===== config.mk =====
export PLATFORM = sky130hd
export DESIGN_NAME = mem_initiator
export DESIGN_NICKNAME = d
export VERILOG_FILES = /design/src/rtl/mem_initiator_pkg.sv /design/src/rtl/mem_initiator_byte_assembler.sv /design/src/rtl/mem_initiator.sv
export SDC_FILE = /design/constraint.sdc
export NUM_CORES = 1
export LEC_CHECK = 0
export CORE_AREA = 2 2 72 87
export CTS_BUF_LIST = sky130_fd_sc_hd__clkbuf_4
export DETAILED_ROUTE_END_ITERATION = 6
export DIE_AREA = 0 0 74 89
export MAX_ROUTING_LAYER = met4
export PLACE_DENSITY = 0.79
export SKIP_CTS_REPAIR_TIMING = 1
export SLEW_MARGIN = 25
export SYNTH_ARGS = -nofsm -noshare
export SYNTH_HDL_FRONTEND = slang
export SYNTH_SLANG_ARGS = --single-unit

===== constraint.sdc =====
create_clock -name clk -period 1.9 [get_ports clk]
set_input_delay 0.38 -clock clk [delete_from_list [all_inputs] [get_ports clk]]
set_output_delay 0.38 -clock clk [all_outputs]
set_load 0.05 [all_outputs]

===== src/rtl/mem_initiator_pkg.sv =====
// mem_initiator_pkg
// Shared definitions for the byte-wide memory initiator: data/address widths,
// FSM state encoding and the odd-byte address helper.
package mem_initiator_pkg;

    localparam int unsigned BYTE_W  = 8;
    localparam int unsigned WORD_W  = 16;
    localparam int unsigned ADDR_W  = 16;
    localparam int unsigned STATE_W = 3;

    typedef enum logic [STATE_W-1:0] {
        StIdle   = 3'd0,
        StRdHi   = 3'd1,
        StRdLo   = 3'd2,
        StRdWait = 3'd3,
        StWrHi   = 3'd4,
        StWrLo   = 3'd5,
        StDone   = 3'd6
    } state_e;

    // Second byte of a word: force bit 0 high so the address never carries or wraps.
    function automatic logic [ADDR_W-1:0] odd_addr(input logic [ADDR_W-1:0] a);
        return {a[ADDR_W-1:1], 1'b1};
    endfunction

endpackage


===== src/rtl/mem_initiator_byte_assembler.sv =====
// mem_initiator_byte_assembler
// 16-bit read-data register built from two byte lanes with independent load enables.
// Ports:
//   clk, reset      - clock, asynchronous active-low clear
//   load_hi/load_lo - byte enables for the upper/lower lane
//   din_hi/din_lo   - byte data for each lane
//   dout            - assembled word {hi, lo}
module mem_initiator_byte_assembler
    import mem_initiator_pkg::*;
(
    input  logic              clk,
    input  logic              reset,
    input  logic              load_hi,
    input  logic              load_lo,
    input  logic [BYTE_W-1:0] din_hi,
    input  logic [BYTE_W-1:0] din_lo,
    output logic [WORD_W-1:0] dout
);

    logic [BYTE_W-1:0] hi_q, hi_d;
    logic [BYTE_W-1:0] lo_q, lo_d;

    always_comb begin
        hi_d = hi_q;
        lo_d = lo_q;
        if (load_hi) hi_d = din_hi;
        if (load_lo) lo_d = din_lo;
    end

    always_ff @(posedge clk or negedge reset) begin
        if (!reset) begin
            hi_q <= '0;
            lo_q <= '0;
        end else begin
            hi_q <= hi_d;
            lo_q <= lo_d;
        end
    end

    assign dout = {hi_q, lo_q};

endmodule


===== src/rtl/mem_initiator.sv =====
// mem_initiator
// Requesting end of a byte-addressed, big-endian word protocol. Each 16-bit
// request from the control unit becomes two byte transactions: high byte at the
// even address A, low byte at A|1.
// Ports:
//   clk, reset        - clock, asynchronous active-low reset
//   req/we/addr/wdata - word request (sampled only in idle)
//   rdata             - last word read
//   ack/err/busy      - completion pulse, misalignment flag, transaction in flight
//   mem_*             - byte memory port (read data returns the cycle after mem_rd)
module mem_initiator
    import mem_initiator_pkg::*;
#(
    parameter int unsigned AW = 16,
    parameter int unsigned DW = 16
) (
    input  logic              clk,
    input  logic              reset,
    input  logic              req,
    input  logic              we,
    input  logic [AW-1:0]     addr,
    input  logic [DW-1:0]     wdata,
    output logic [DW-1:0]     rdata,
    output logic              ack,
    output logic              err,
    output logic              busy,
    output logic [AW-1:0]     mem_addr,
    output logic              mem_rd,
    output logic              mem_wr,
    output logic [BYTE_W-1:0] mem_wdata,
    input  logic [BYTE_W-1:0] mem_rdata
);

    state_e            state_q, state_d;
    logic [AW-1:0]     mem_addr_q, mem_addr_d;
    logic [BYTE_W-1:0] mem_wdata_q, mem_wdata_d;
    logic [BYTE_W-1:0] wr_lo_q, wr_lo_d;    // low write byte held until WR_LO
    logic [BYTE_W-1:0] rd_hi_q, rd_hi_d;    // high read byte held until the word is complete
    logic              err_q, err_d;
    logic              ack_q, ack_d;
    logic              busy_q, busy_d;
    logic              mem_rd_q, mem_rd_d;
    logic              mem_wr_q, mem_wr_d;
    logic              load_word;

    always_comb begin
        state_d     = state_q;
        mem_addr_d  = mem_addr_q;
        mem_wdata_d = mem_wdata_q;
        wr_lo_d     = wr_lo_q;
        rd_hi_d     = rd_hi_q;
        err_d       = err_q;
        load_word   = 1'b0;

        case (state_q)
            StIdle: begin
                if (req) begin
                    err_d = 1'b0;
                    if (addr[0]) begin
                        // Misaligned: report without touching the memory port.
                        state_d = StDone;
                        err_d   = 1'b1;
                    end else if (we) begin
                        state_d     = StWrHi;
                        mem_addr_d  = addr;
                        mem_wdata_d = wdata[DW-1:BYTE_W];
                        wr_lo_d     = wdata[BYTE_W-1:0];
                    end else begin
                        state_d    = StRdHi;
                        mem_addr_d = addr;
                    end
                end
            end
            StRdHi: begin
                state_d    = StRdLo;
                mem_addr_d = odd_addr(mem_addr_q);
            end
            StRdLo: begin
                state_d = StRdWait;
                rd_hi_d = mem_rdata;
            end
            StRdWait: begin
                // Both lanes load together so rdata never shows a half-updated word.
                state_d   = StDone;
                load_word = 1'b1;
            end
            StWrHi: begin
                state_d     = StWrLo;
                mem_addr_d  = odd_addr(mem_addr_q);
                mem_wdata_d = wr_lo_q;
            end
            StWrLo:  state_d = StDone;
            StDone:  state_d = StIdle;
            default: state_d = StIdle;
        endcase

        // Outputs are registered from the next state so they are glitch-free.
        mem_rd_d = (state_d == StRdHi) || (state_d == StRdLo);
        mem_wr_d = (state_d == StWrHi) || (state_d == StWrLo);
        ack_d    = (state_d == StDone);
        busy_d   = (state_d != StIdle);
    end

    always_ff @(posedge clk or negedge reset) begin
        if (!reset) begin
            state_q     <= StIdle;
            mem_addr_q  <= '0;
            mem_wdata_q <= '0;
            wr_lo_q     <= '0;
            rd_hi_q     <= '0;
            err_q       <= 1'b0;
            ack_q       <= 1'b0;
            busy_q      <= 1'b0;
            mem_rd_q    <= 1'b0;
            mem_wr_q    <= 1'b0;
        end else begin
            state_q     <= state_d;
            mem_addr_q  <= mem_addr_d;
            mem_wdata_q <= mem_wdata_d;
            wr_lo_q     <= wr_lo_d;
            rd_hi_q     <= rd_hi_d;
            err_q       <= err_d;
            ack_q       <= ack_d;
            busy_q      <= busy_d;
            mem_rd_q    <= mem_rd_d;
            mem_wr_q    <= mem_wr_d;
        end
    end

    mem_initiator_byte_assembler u_byte_assembler (
        .clk     (clk),
        .reset   (reset),
        .load_hi (load_word),
        .load_lo (load_word),
        .din_hi  (rd_hi_q),
        .din_lo  (mem_rdata),
        .dout    (rdata)
    );

    assign mem_addr  = mem_addr_q;
    assign mem_wdata = mem_wdata_q;
    assign mem_rd    = mem_rd_q;
    assign mem_wr    = mem_wr_q;
    assign ack       = ack_q;
    assign err       = err_q;
    assign busy      = busy_q;

endmodule


==> results of run 1 <==
## cell usage in the layout (no fill, tap or decap), types with 2 or more instances in the layout
cell type	count
clkinv_2	3
inv_1	5
a21oi_1	4
nand2b_1	2
o221a_2	8
clkbuf_4	10
clkdlybuf4s50_1	42
buf_12	2
mux2_2	38
dlymetal6s2s_1	40
dfrtp_1	64
o22ai_1	2
or2b_1	6
mux2_4	2
mux2_1	8
o21ai_0	2
buf_4	13
## worst max-delay path by stage
stage	start	end	slack [ps]	depth (start not counted)
6_report	state_q[2]	wr_lo_q[7]	270	4
5_1_grt	state_q[2]	wr_lo_q[6]	180	4
4_1_cts	mem_wdata[7]	mem_wdata[7]	-100	1
3_5_place_dp	req	wr_lo_q[6]	-20	5
3_3_place_gp	req	wr_lo_q[6]	-20	5
2_1_floorplan	state_q[1]	mem_addr[15]	240	5
## cell type report
class	count	area (um2)
Clock inverter	5	48.80
Fill cell	403	1857
Multi-Input combinational cell	88	893.4
Clock buffer	10	75.07
Tap cell	80	100.1
Inverter	5	18.77
Timing Repair Buffer	99	1074
Sequential cell	64	1602
## metal layers
| layer | vias up | track usage, % |
|---|---|---|
| met1 | 824 | 19.31 |
| met2 | 49 | 26.22 |
| met5 | - | - |
| met3 | 10 | 4.735 |
| li1 | 800 | - |
| met4 | 0 | 8.926 |
## per-stage QoR
stage	util, %	total power, W	instance area (um2)	TNS [ps]
after floorplan	-	0.005228	2570	0
after global placement	63.11	0.006517	3577	-33.12
after detailed placement	63.11	0.006601	3577	-137.8
after CTS	65.30	0.007468	3701	-2304
after global routing	67.24	0.007702	3811	0
final	67.24	0.007324	3811	0
## sequential cells by signal, indices dropped and copies added (netlist names)
name	count
mem_wr	1
mem_addr	16
u_byte_assembler.hi_q	8
ack	1
mem_wdata	8
mem_rd	1
err	1
rd_hi_q	8
busy	1
wr_lo_q	8
state_q	3
u_byte_assembler.lo_q	8
## kinds of logic after synthesis
kind of cell | Yosys count | share of synthesized area [%]
mux | 48 | 21.32
flops | 64 | 62.32
xor+xnor | 2 | 0.6817
simple gates | 19 | 6.427
compound gates | 19 | 6.329
buf+inv | 13 | 2.921
## power by group through the flow
stage          registers (W)  clock network [W]  logic [W]
2_1_floorplan        0.00405                  0    0.00117
3_3_place_gp         0.00242                  0    0.00409
3_5_place_dp         0.00244                  0    0.00416
4_1_cts              0.00242           0.000885    0.00416
5_1_grt              0.00248           0.000940    0.00428
6_report             0.00239           0.000851    0.00408
==> impl_metrics.json, run 1 <==
{
  "synthTopCellsByCount": "dfrtp_1 (64), mux2_2 (38), mux2_1 (8), o221a_2 (8), or2b_1 (6)",
  "grt_pass1_vias": 1719,
  "antennaDiodeCount": 0,
  "syn_nets": 209,
  "r2r-end": "wr_lo_q[7]",
  "powerDensity_nw_per_um2": 1922,
  "io_buffers": 88,
  "dr_wl_met3_um": 256,
  "avgViaCountPerCell": 4.795,
  "start_kind": "flop",
  "clock_power_share_pct": 11.6,
  "synthArstFlopShare_pct": 100.0,
  "syn-cell-area_um2": 2570,
  "antenna_left": 0,
  "wl_per_cell_um": 14.29,
  "fin_worst_skew_ps": 14.54,
  "path_class": "reg2reg",
  "clockRootBuffer": "clkbuf_4",
  "rr_startpoint": "state_q[2]",
  "grt_pass1_wl_um": 7935,
  "synth.avg_cell_area_um2": 15.58,
  "die_area_um2": 6586,
  "cp_slowest_stage_delay_ps": 540,
  "crit_buf_inv": 1,
  "numCtsBuffers": 9,
  "synth_warnings": 0,
  "core_um2": 5668,
  "dr.pass1.iters": 4,
  "timing.final.crit_share_pct": 85.84,
  "p_int_w": 0.004100,
  "power_frac_comb_pct": 55.7,
  "min_path_type": "reg2reg",
  "worstPathRequired_ps": 2190,
  "drcViolationCount": 0,
  "die_h_um": 89,
  "ir_drop_mv": 0.9301,
  "cts_sinks": 64,
  "clk_latency_ps": 390,
  "stdcell_count": 351,
  "crit_arrival_ps": 1920,
  "synth-seq-cells": 64,
  "overflow": 0,
  "setup_slack_ps": 269.0,
  "path_clk_slew_ps": 100,
  "power.switching_w": 0.003224,
  "pwr-share-seq_pct": 32.6,
  "setup_viol": 0,
  "vias": 1683,
  "yosys.cell_count.top_type": "dfrtp_1",
  "cap_violations": 0,
  "finalMaxSlewViolations": 0,
  "min-delay-start": "mem_addr[7]",
  "yosys-top-cells-area": "dfrtp_1 (62%), mux2_2 (17%), mux2_1 (3.5%), o221a_2 (3.5%), or2b_1 (1.8%)",
  "synth-seq-area-share_pct": 62.32,
  "path_delay_family": "flip-flops",
  "rows": 30,
  "drive_gt1_share_pct": 30.26,
  "switching_share_pct": 44.02,
  "syn2layout_area_growth_pct": 48.30,
  "antenna_found_initial": 0,
  "hold-path-endpoint": "mem_addr[7]",
  "synth_edf_count": 0,
  "crit_slowest_cell": "dfrtp_1",
  "status": "complete, no violations",
  "htreeDepth": 3,
  "cts_tree": "yes",
  "io_pins": 89,
  "drt_iter0_drc": 71,
  "m1WireLength_um": 2016,
  "clock.fmax_mhz": 613.1,
  "synth.largest_area_cell": "dfrtp_1",
  "synth_top_area_share_pct": 62.32,
  "grt_start_max_net_pins": 65,
  "hpwl_um": 3422,
  "start_util_pct": 45.34,
  "gp_congestion": 0.7373,
  "die_x_um": 74,
  "leakage_nw": 1.992,
  "rsz0062_at_grt": "false",
  "place_inst": 335,
  "worstPathCellList": "nor4b_4 -> buf_4 -> nand3b_4 -> mux2_4",
  "hold_path_depth": 1,
  "max-slew-margin-rel_pct": 65.11,
  "cts_buffer_depth": 2,
  "routed-wl-met2_um": 2616,
  "ys.flop_type": "dfrtp_1",
  "reg2reg_slack_ps": 270,
  "grt_usage_pct": 16.69,
  "finalCriticalPeriod_ps": 1631,
  "hold_viol_final": 0,
  "synth_cell_types": 31,
  "syn_inst": 165,
  "place_worst_setup_slack_ps": -24.27,
  "top_layer": "met4",
  "whs_ps": 484.2,
  "crit_fanout": 16,
  "tightest_slew_ps": 522.6,
  "setup.worst_path.end_class": "flop",
  "worst_r2r_path_depth": 4,
  "drt-total-wl_um": 5016,
  "final_nets": 311
}
No activity file was read; power rests on OpenSTA's default activity.
==> run 2: changes to the inputs <==
--- a/config.mk
+++ b/config.mk
@@ -9,6 +9,7 @@
 export CTS_BUF_LIST = sky130_fd_sc_hd__clkbuf_4
 export DETAILED_ROUTE_END_ITERATION = 6
 export DIE_AREA = 0 0 74 89
+export GPL_TIMING_DRIVEN = 1
 export MAX_ROUTING_LAYER = met4
 export PLACE_DENSITY = 0.79
 export SKIP_CTS_REPAIR_TIMING = 1
==> results of run 2 <==
Same layout as run 1: the final DEF is identical, and so are final timing and power.
==> run 3: changes to the inputs <==
--- a/config.mk
+++ b/config.mk
@@ -5,13 +5,13 @@
 export SDC_FILE = /design/constraint.sdc
 export NUM_CORES = 1
 export LEC_CHECK = 0
-export CORE_AREA = 2 2 72 87
+export CORE_AREA = 2 2 70 89
 export CTS_BUF_LIST = sky130_fd_sc_hd__clkbuf_4
 export DETAILED_ROUTE_END_ITERATION = 6
-export DIE_AREA = 0 0 74 89
+export DIE_AREA = 0 0 72 91
 export GPL_TIMING_DRIVEN = 1
 export MAX_ROUTING_LAYER = met4
-export PLACE_DENSITY = 0.79
+export PLACE_DENSITY_LB_ADDON = 0.3
 export SKIP_CTS_REPAIR_TIMING = 1
 export SLEW_MARGIN = 25
 export SYNTH_ARGS = -nofsm -noshare
==> run 3 against run 2 <==
Clock skew decreased by 9.5 ps. First-iteration DRC count decreased by 56%. Via count increased by 0.30%. Non-clock buffer count increased by 1. Sequential power about the same. Flip-flop and latch count unchanged. Final area decreased by 0.99%. Sequential share of layout area increased by 0.42 points. Largest power group unchanged. Highest routed layer unchanged.
==> impl_metrics.json, run 3 (synthesized netlist as in run 1, its figures left out) <==
{
  "largest_reg_flops": 16,
  "cts_tree": "yes",
  "die_area_um2": 6552,
  "numCtsBuffers": 9,
  "final_cell_mix": "dfrtp_1 (64), clkdlybuf4s50_1 (42), mux2_2 (38), dlymetal6s2s_1 (38), buf_4 (15)",
  "fillers": 420,
  "start_util_pct": 45.07,
  "finalMaxSlewViolations": 0,
  "vias": 1688,
  "tightest_slew_ps": 514.5,
  "grt_usage_pct": 16.92,
  "setup_viol": 0,
  "drive_gt1_share_pct": 30.26,
  "p_int_w": 0.003991,
  "top_usage_layer": "met2",
  "whs_ps": 462.3,
  "hold_viol_final": 0,
  "max-slew-margin-rel_pct": 65.64,
  "drt-total-wl_um": 4887,
  "gr-usage-met3_pct": 4.994,
  "grt_start_max_net_pins": 46,
  "rr_startpoint": "state_q[2]",
  "drt_iter0_drc": 31,
  "setup.worst_path.end_class": "flop",
  "crit_buf_inv": 1,
  "worstPathCellList": "nor4b_4 -> buf_4 -> nand3b_4 -> mux2_4",
  "crit_arrival_ps": 1930,
  "cts_sinks": 64,
  "grt_pass1_vias": 1733,
  "die_h_um": 91,
  "overflow": 0,
  "switching_share_pct": 44.38,
  "dr.pass1.iters": 4,
  "io_buffers": 88,
  "fin_worst_skew_ps": 5.006,
  "crit_slowest_cell": "dfrtp_1",
  "worstPathRequired_ps": 2180,
  "grt_use_met1_pct": 19.38,
  "cts_buffer_depth": 2,
  "antenna_found_initial": 0,
  "wl_per_cell_um": 14.50,
  "core_um2": 5702,
  "hpwl_um": 3437,
  "clockRootBuffer": "clkbuf_4",
  "cp_slowest_stage_delay_ps": 540,
  "cap_violations": 0,
  "clk_latency_ps": 380,
  "path_delay_family": "flip-flops",
  "crit_fanout": 16,
  "io_pins": 89,
  "avgViaCountPerCell": 5.009,
  "leakage_nw": 1.972,
  "layout_commonest_cell": "dfrtp_1",
  "drcViolationCount": 0,
  "min_path_type": "in2async",
  "path_clk_slew_ps": 90,
  "rows": 31,
  "pwr-share-seq_pct": 33.5,
  "ir_drop_mv": 1.001,
  "antenna_left": 0,
  "rsz0062_at_grt": "false",
  "die_x_um": 72,
  "final_nets": 312,
  "power.switching_w": 0.003184,
  "multi_input_area_um2": 893.4,
  "timing.final.crit_share_pct": 86.86,
  "powerDensity_nw_per_um2": 1901,
  "antennaDiodeCount": 0,
  "syn2layout_area_growth_pct": 46.84,
  "gp_congestion": 0.7460,
  "path_class": "reg2reg",
  "htreeDepth": 3,
  "status": "complete, no violations",
  "finalPower_w": 0.007175,
  "start_kind": "flop",
  "power_frac_comb_pct": 56.9,
  "seqCellArea_um2": 1602,
  "finalCriticalPeriod_ps": 1650,
  "clock_power_share_pct": 9.5,
  "critical_path.startpoint": "state_q[2]",
  "grt_pass1_wl_um": 8114,
  "grtUsageMet2_pct": 25.85,
  "clock.fmax_mhz": 605.9
}
[run 3: changes by cell type in the layout (fill, tap and decap cells not counted), sizes merged]
cell          previous run  this run
buf                     16        19
bufinv                   1         0
clkbuf                  10        11
clkinv                   4         3
dlymetal6s2s            40        38
[run 3: area by class of cell]
class / instances / area share, %
repair buffers: 100 / 28.71
clock buffers: 11 / 2.188
multi-input cells: 88 / 23.67
clock inverters: 3 / 0.2984
well taps: 66 / 2.188
inverters: 5 / 0.4973
flip-flops and latches: 64 / 42.44
[run 3: worst register-to-register path: cells and delay by family (launching register included)]
kind	cells	cell delay [ps]
and+or+nand+nor	2	480
DFF	1	540
buffers and inverters	1	170
muxes	1	350
[run 3: layer usage]
layer	wire, um	share of wire [%]	vias to the layer above
li1	-	-	806
met1	1998	41	810
met2	2414	49	63
met3	366	7.5	9
met4	108	2.2	0
met5	0	0	-
[run 3: power groups by stage]
stage / Combinational [W] / Sequential (W) / Clock (W)
floorplan: 0.00117 / 0.00405 / 0
global placement: 0.00411 / 0.00243 / 0
detailed placement: 0.00416 / 0.00245 / 0
CTS: 0.00417 / 0.00243 / 0.000727
global route: 0.00429 / 0.00250 / 0.000777
finish: 0.00409 / 0.00241 / 0.000683
[run 3: through the flow]
stage,worst slack [ps],cell area (um2),util [%],TNS [ps],cells
finish,249.6,3774,66.18,0,337
global route,119.8,3774,66.18,0,337
CTS,-80.78,3669,64.34,-2015,336
detailed placement,-30.05,3575,62.69,-207.3,322
global placement,-1.524,3575,62.69,-2.757,322
floorplan,239.2,2570,-,0,165
[run 3: final timing paths]
path,depth (start not counted),endpoint,slack (ps)
setup / recovery,4,wr_lo_q[6],250
hold / removal,2,mem_addr[1],460
min in group clk,1,mem_addr[8],480
setup reg to reg,4,wr_lo_q[6],250
max in group asynchronous,3,u_byte_assembler.hi_q[1],850
hold reg to reg,1,mem_addr[8],480
==> patch: new RTL, config.mk and constraints of run 3 <==
Re-encode `state_e` (7 states) as Gray code, 3 bits wide.
--- a/src/rtl/mem_initiator_pkg.sv
+++ b/src/rtl/mem_initiator_pkg.sv
@@ -8,14 +8,14 @@
     localparam int unsigned ADDR_W  = 16;
     localparam int unsigned STATE_W = 3;
 
-    typedef enum logic [STATE_W-1:0] {
-        StIdle   = 3'd0,
-        StRdHi   = 3'd1,
-        StRdLo   = 3'd2,
-        StRdWait = 3'd3,
-        StWrHi   = 3'd4,
-        StWrLo   = 3'd5,
-        StDone   = 3'd6
+    typedef enum logic [2:0] {
+        StIdle   = 3'b000,
+        StRdHi   = 3'b001,
+        StRdLo   = 3'b011,
+        StRdWait = 3'b010,
+        StWrHi   = 3'b110,
+        StWrLo   = 3'b111,
+        StDone   = 3'b101
     } state_e;
 
     // Second byte of a word: force bit 0 high so the address never carries or wraps.
Function: same outputs for any inputs over 10 cycles, from zero or initial values and one cycle with reset low; not proved beyond that.
==> patch against run 3 <==
Final area grew 1.5%. Fmax shrank 7.2%. Synthesized area down 0.44%. Total power is essentially flat. Clock power increased by 27%. Sequential cell count is the same. Worst setup slack got worse by 0.13 ns. Routed wire length up 5.2%.
==> patch: results (changes against run 3) <==
status = finished, final reports clean (unchanged)
share of cells above drive strength 1 = 0.369 (was 0.303)
skew final = 0.00655 ns (was 0.00501 ns)
CP max stage cell = or4b_4 (was dfrtp_1)
Synth top cells by count = dfrtp_1 (64), mux2_2 (63), nand2_1 (5) (was dfrtp_1 (64), mux2_2 (38), mux2_1 (8), o221a_2 (8), or2b_1 (6))
Static Leak = 2.02 nW (was 1.97 nW)
critical path fanouts, max = 9 (was 16)
main area contributors after synthesis = dfrtp_1 (63%), mux2_2 (28%), nor4bb_1 (0.78%), nand2_1 (0.73%), nand2b_1 (0.73%) (was dfrtp_1 (62%), mux2_2 (17%), mux2_1 (3.5%), o221a_2 (3.5%), or2b_1 (1.8%))
Antenna diodes = 0 (unchanged)
1st-iter DRT viols = 67 (was 31)
Post-DP Area = 3590 um2 (was 3570 um2)
Detailed Routing Iterations Pass 1 = 3 (was 4)
Routed wire per std cell = 15.1 um (was 14.5 um)
maximum number of pins on one net before global-route repair = 65 (was 46)
clock buffer depth = 2 (unchanged)
worst min-delay path category = flip-flop to flip-flop (was primary input to asynchronous set/reset pin)
delay-heaviest family, CP = simple AND/OR/NAND/NOR gates (was flip-flops)
GRT Overall Usage = 0.179 (was 0.169)
via count = 1668 (was 1688)
Yosys cell types = 24 (was 31)
sequential fraction of the synthesis area = 0.626 (was 0.623)
DP Wirelength = 3.71 mm (was 3.44 mm)
nets@finish = 313 (was 312)
max incr delay on CP = 0.59 ns (was 0.54 ns)
worst slew pin tran = 0.526 ns (was 0.514 ns)
Layout fillers = 452 (was 420)
first-pass GRT wire length = 8.61 mm (was 8.11 mm)
maximum VDD drop = 1.12 mV (was 1.00 mV)
CTS Buf Count = 9 (unchanged)
## patch: cell types whose count changed in the layout (fill, tap and decap cells not counted), moves of 5 or more
cell and delta:
mux2_1 -8, inv_1 -5, nand2_1 +5, or2b_1 -6, mux2_2 +25, o221a_2 -8
## patch: logic make-up after synthesis
kind of cell    share of synthesized area
flops                               0.626
mux                                 0.277
simple gates                       0.0548
compound gates                     0.0274
buf+inv                            0.0147
## patch: layer usage
metal  vias up  part of all wire  global-route usage  wire length, um
li1        793                 -                   -                -
met1       813              0.40               0.206             2060
met2        50              0.53               0.290             2720
met3        12             0.045              0.0377              231
met4         0             0.025              0.0943              127
met5         -                 0                   -                0
## patch: layout make-up
class,count,area share
clock buffers,11,0.0216
repair buffers,102,0.286
clock inverters,5,0.0124
well taps,66,0.0216
flip-flops and latches,64,0.418
multi-input cells,92,0.240
## patch: worst paths after layout
| kind | from | to | slack (ns) | cells past startpoint |
|---|---|---|---|---|
| min in group asynchronous | reset | mem_addr[2]$_DFFE_PN0P_ | 0.51 | 3 |
| max | state_q[2]$_DFF_PN0_ | mem_wdata[6]$_DFFE_PN0P_ | 0.12 | 3 |
| min reg2reg | err$_DFFE_PN0P_ | err$_DFFE_PN0P_ | 0.48 | 2 |
| max in group asynchronous | reset | err$_DFFE_PN0P_ | 1.08 | 3 |
| max reg2reg | state_q[2]$_DFF_PN0_ | mem_wdata[6]$_DFFE_PN0P_ | 0.12 | 3 |
| min | err$_DFFE_PN0P_ | err$_DFFE_PN0P_ | 0.48 | 2 |
## patch: worst min-delay path: cells and delay by family, from the launching register on
| kind | cells | cell delay (ns) |
|---|---|---|
| DFF | 1 | 0.35 |
| and+or+nand+nor | 2 | 0.11 |
## patch: where the power goes
| group | internal [mW] | switching, mW | total (mW) | leakage (nW) |
|---|---|---|---|---|
| logic | 1.58 | 2.39 | 3.97 | 1.18 |
| clock network | 0.419 | 0.445 | 0.864 | 0.0757 |
| registers | 2.04 | 0.309 | 2.35 | 0.770 |
## patch: stage by stage
step           instances  hold slack (ns)  setup slack (ns)  utilization
3_3_place_gp         323            0.420            -0.277        0.630
6_report             340            0.483             0.122        0.672
5_1_grt              340            0.510            0.0478        0.672
3_5_place_dp         323            0.421            -0.290        0.630
2_1_floorplan        162           0.0844            0.0621            -
4_1_cts              339          -0.0314           -0.0955        0.652
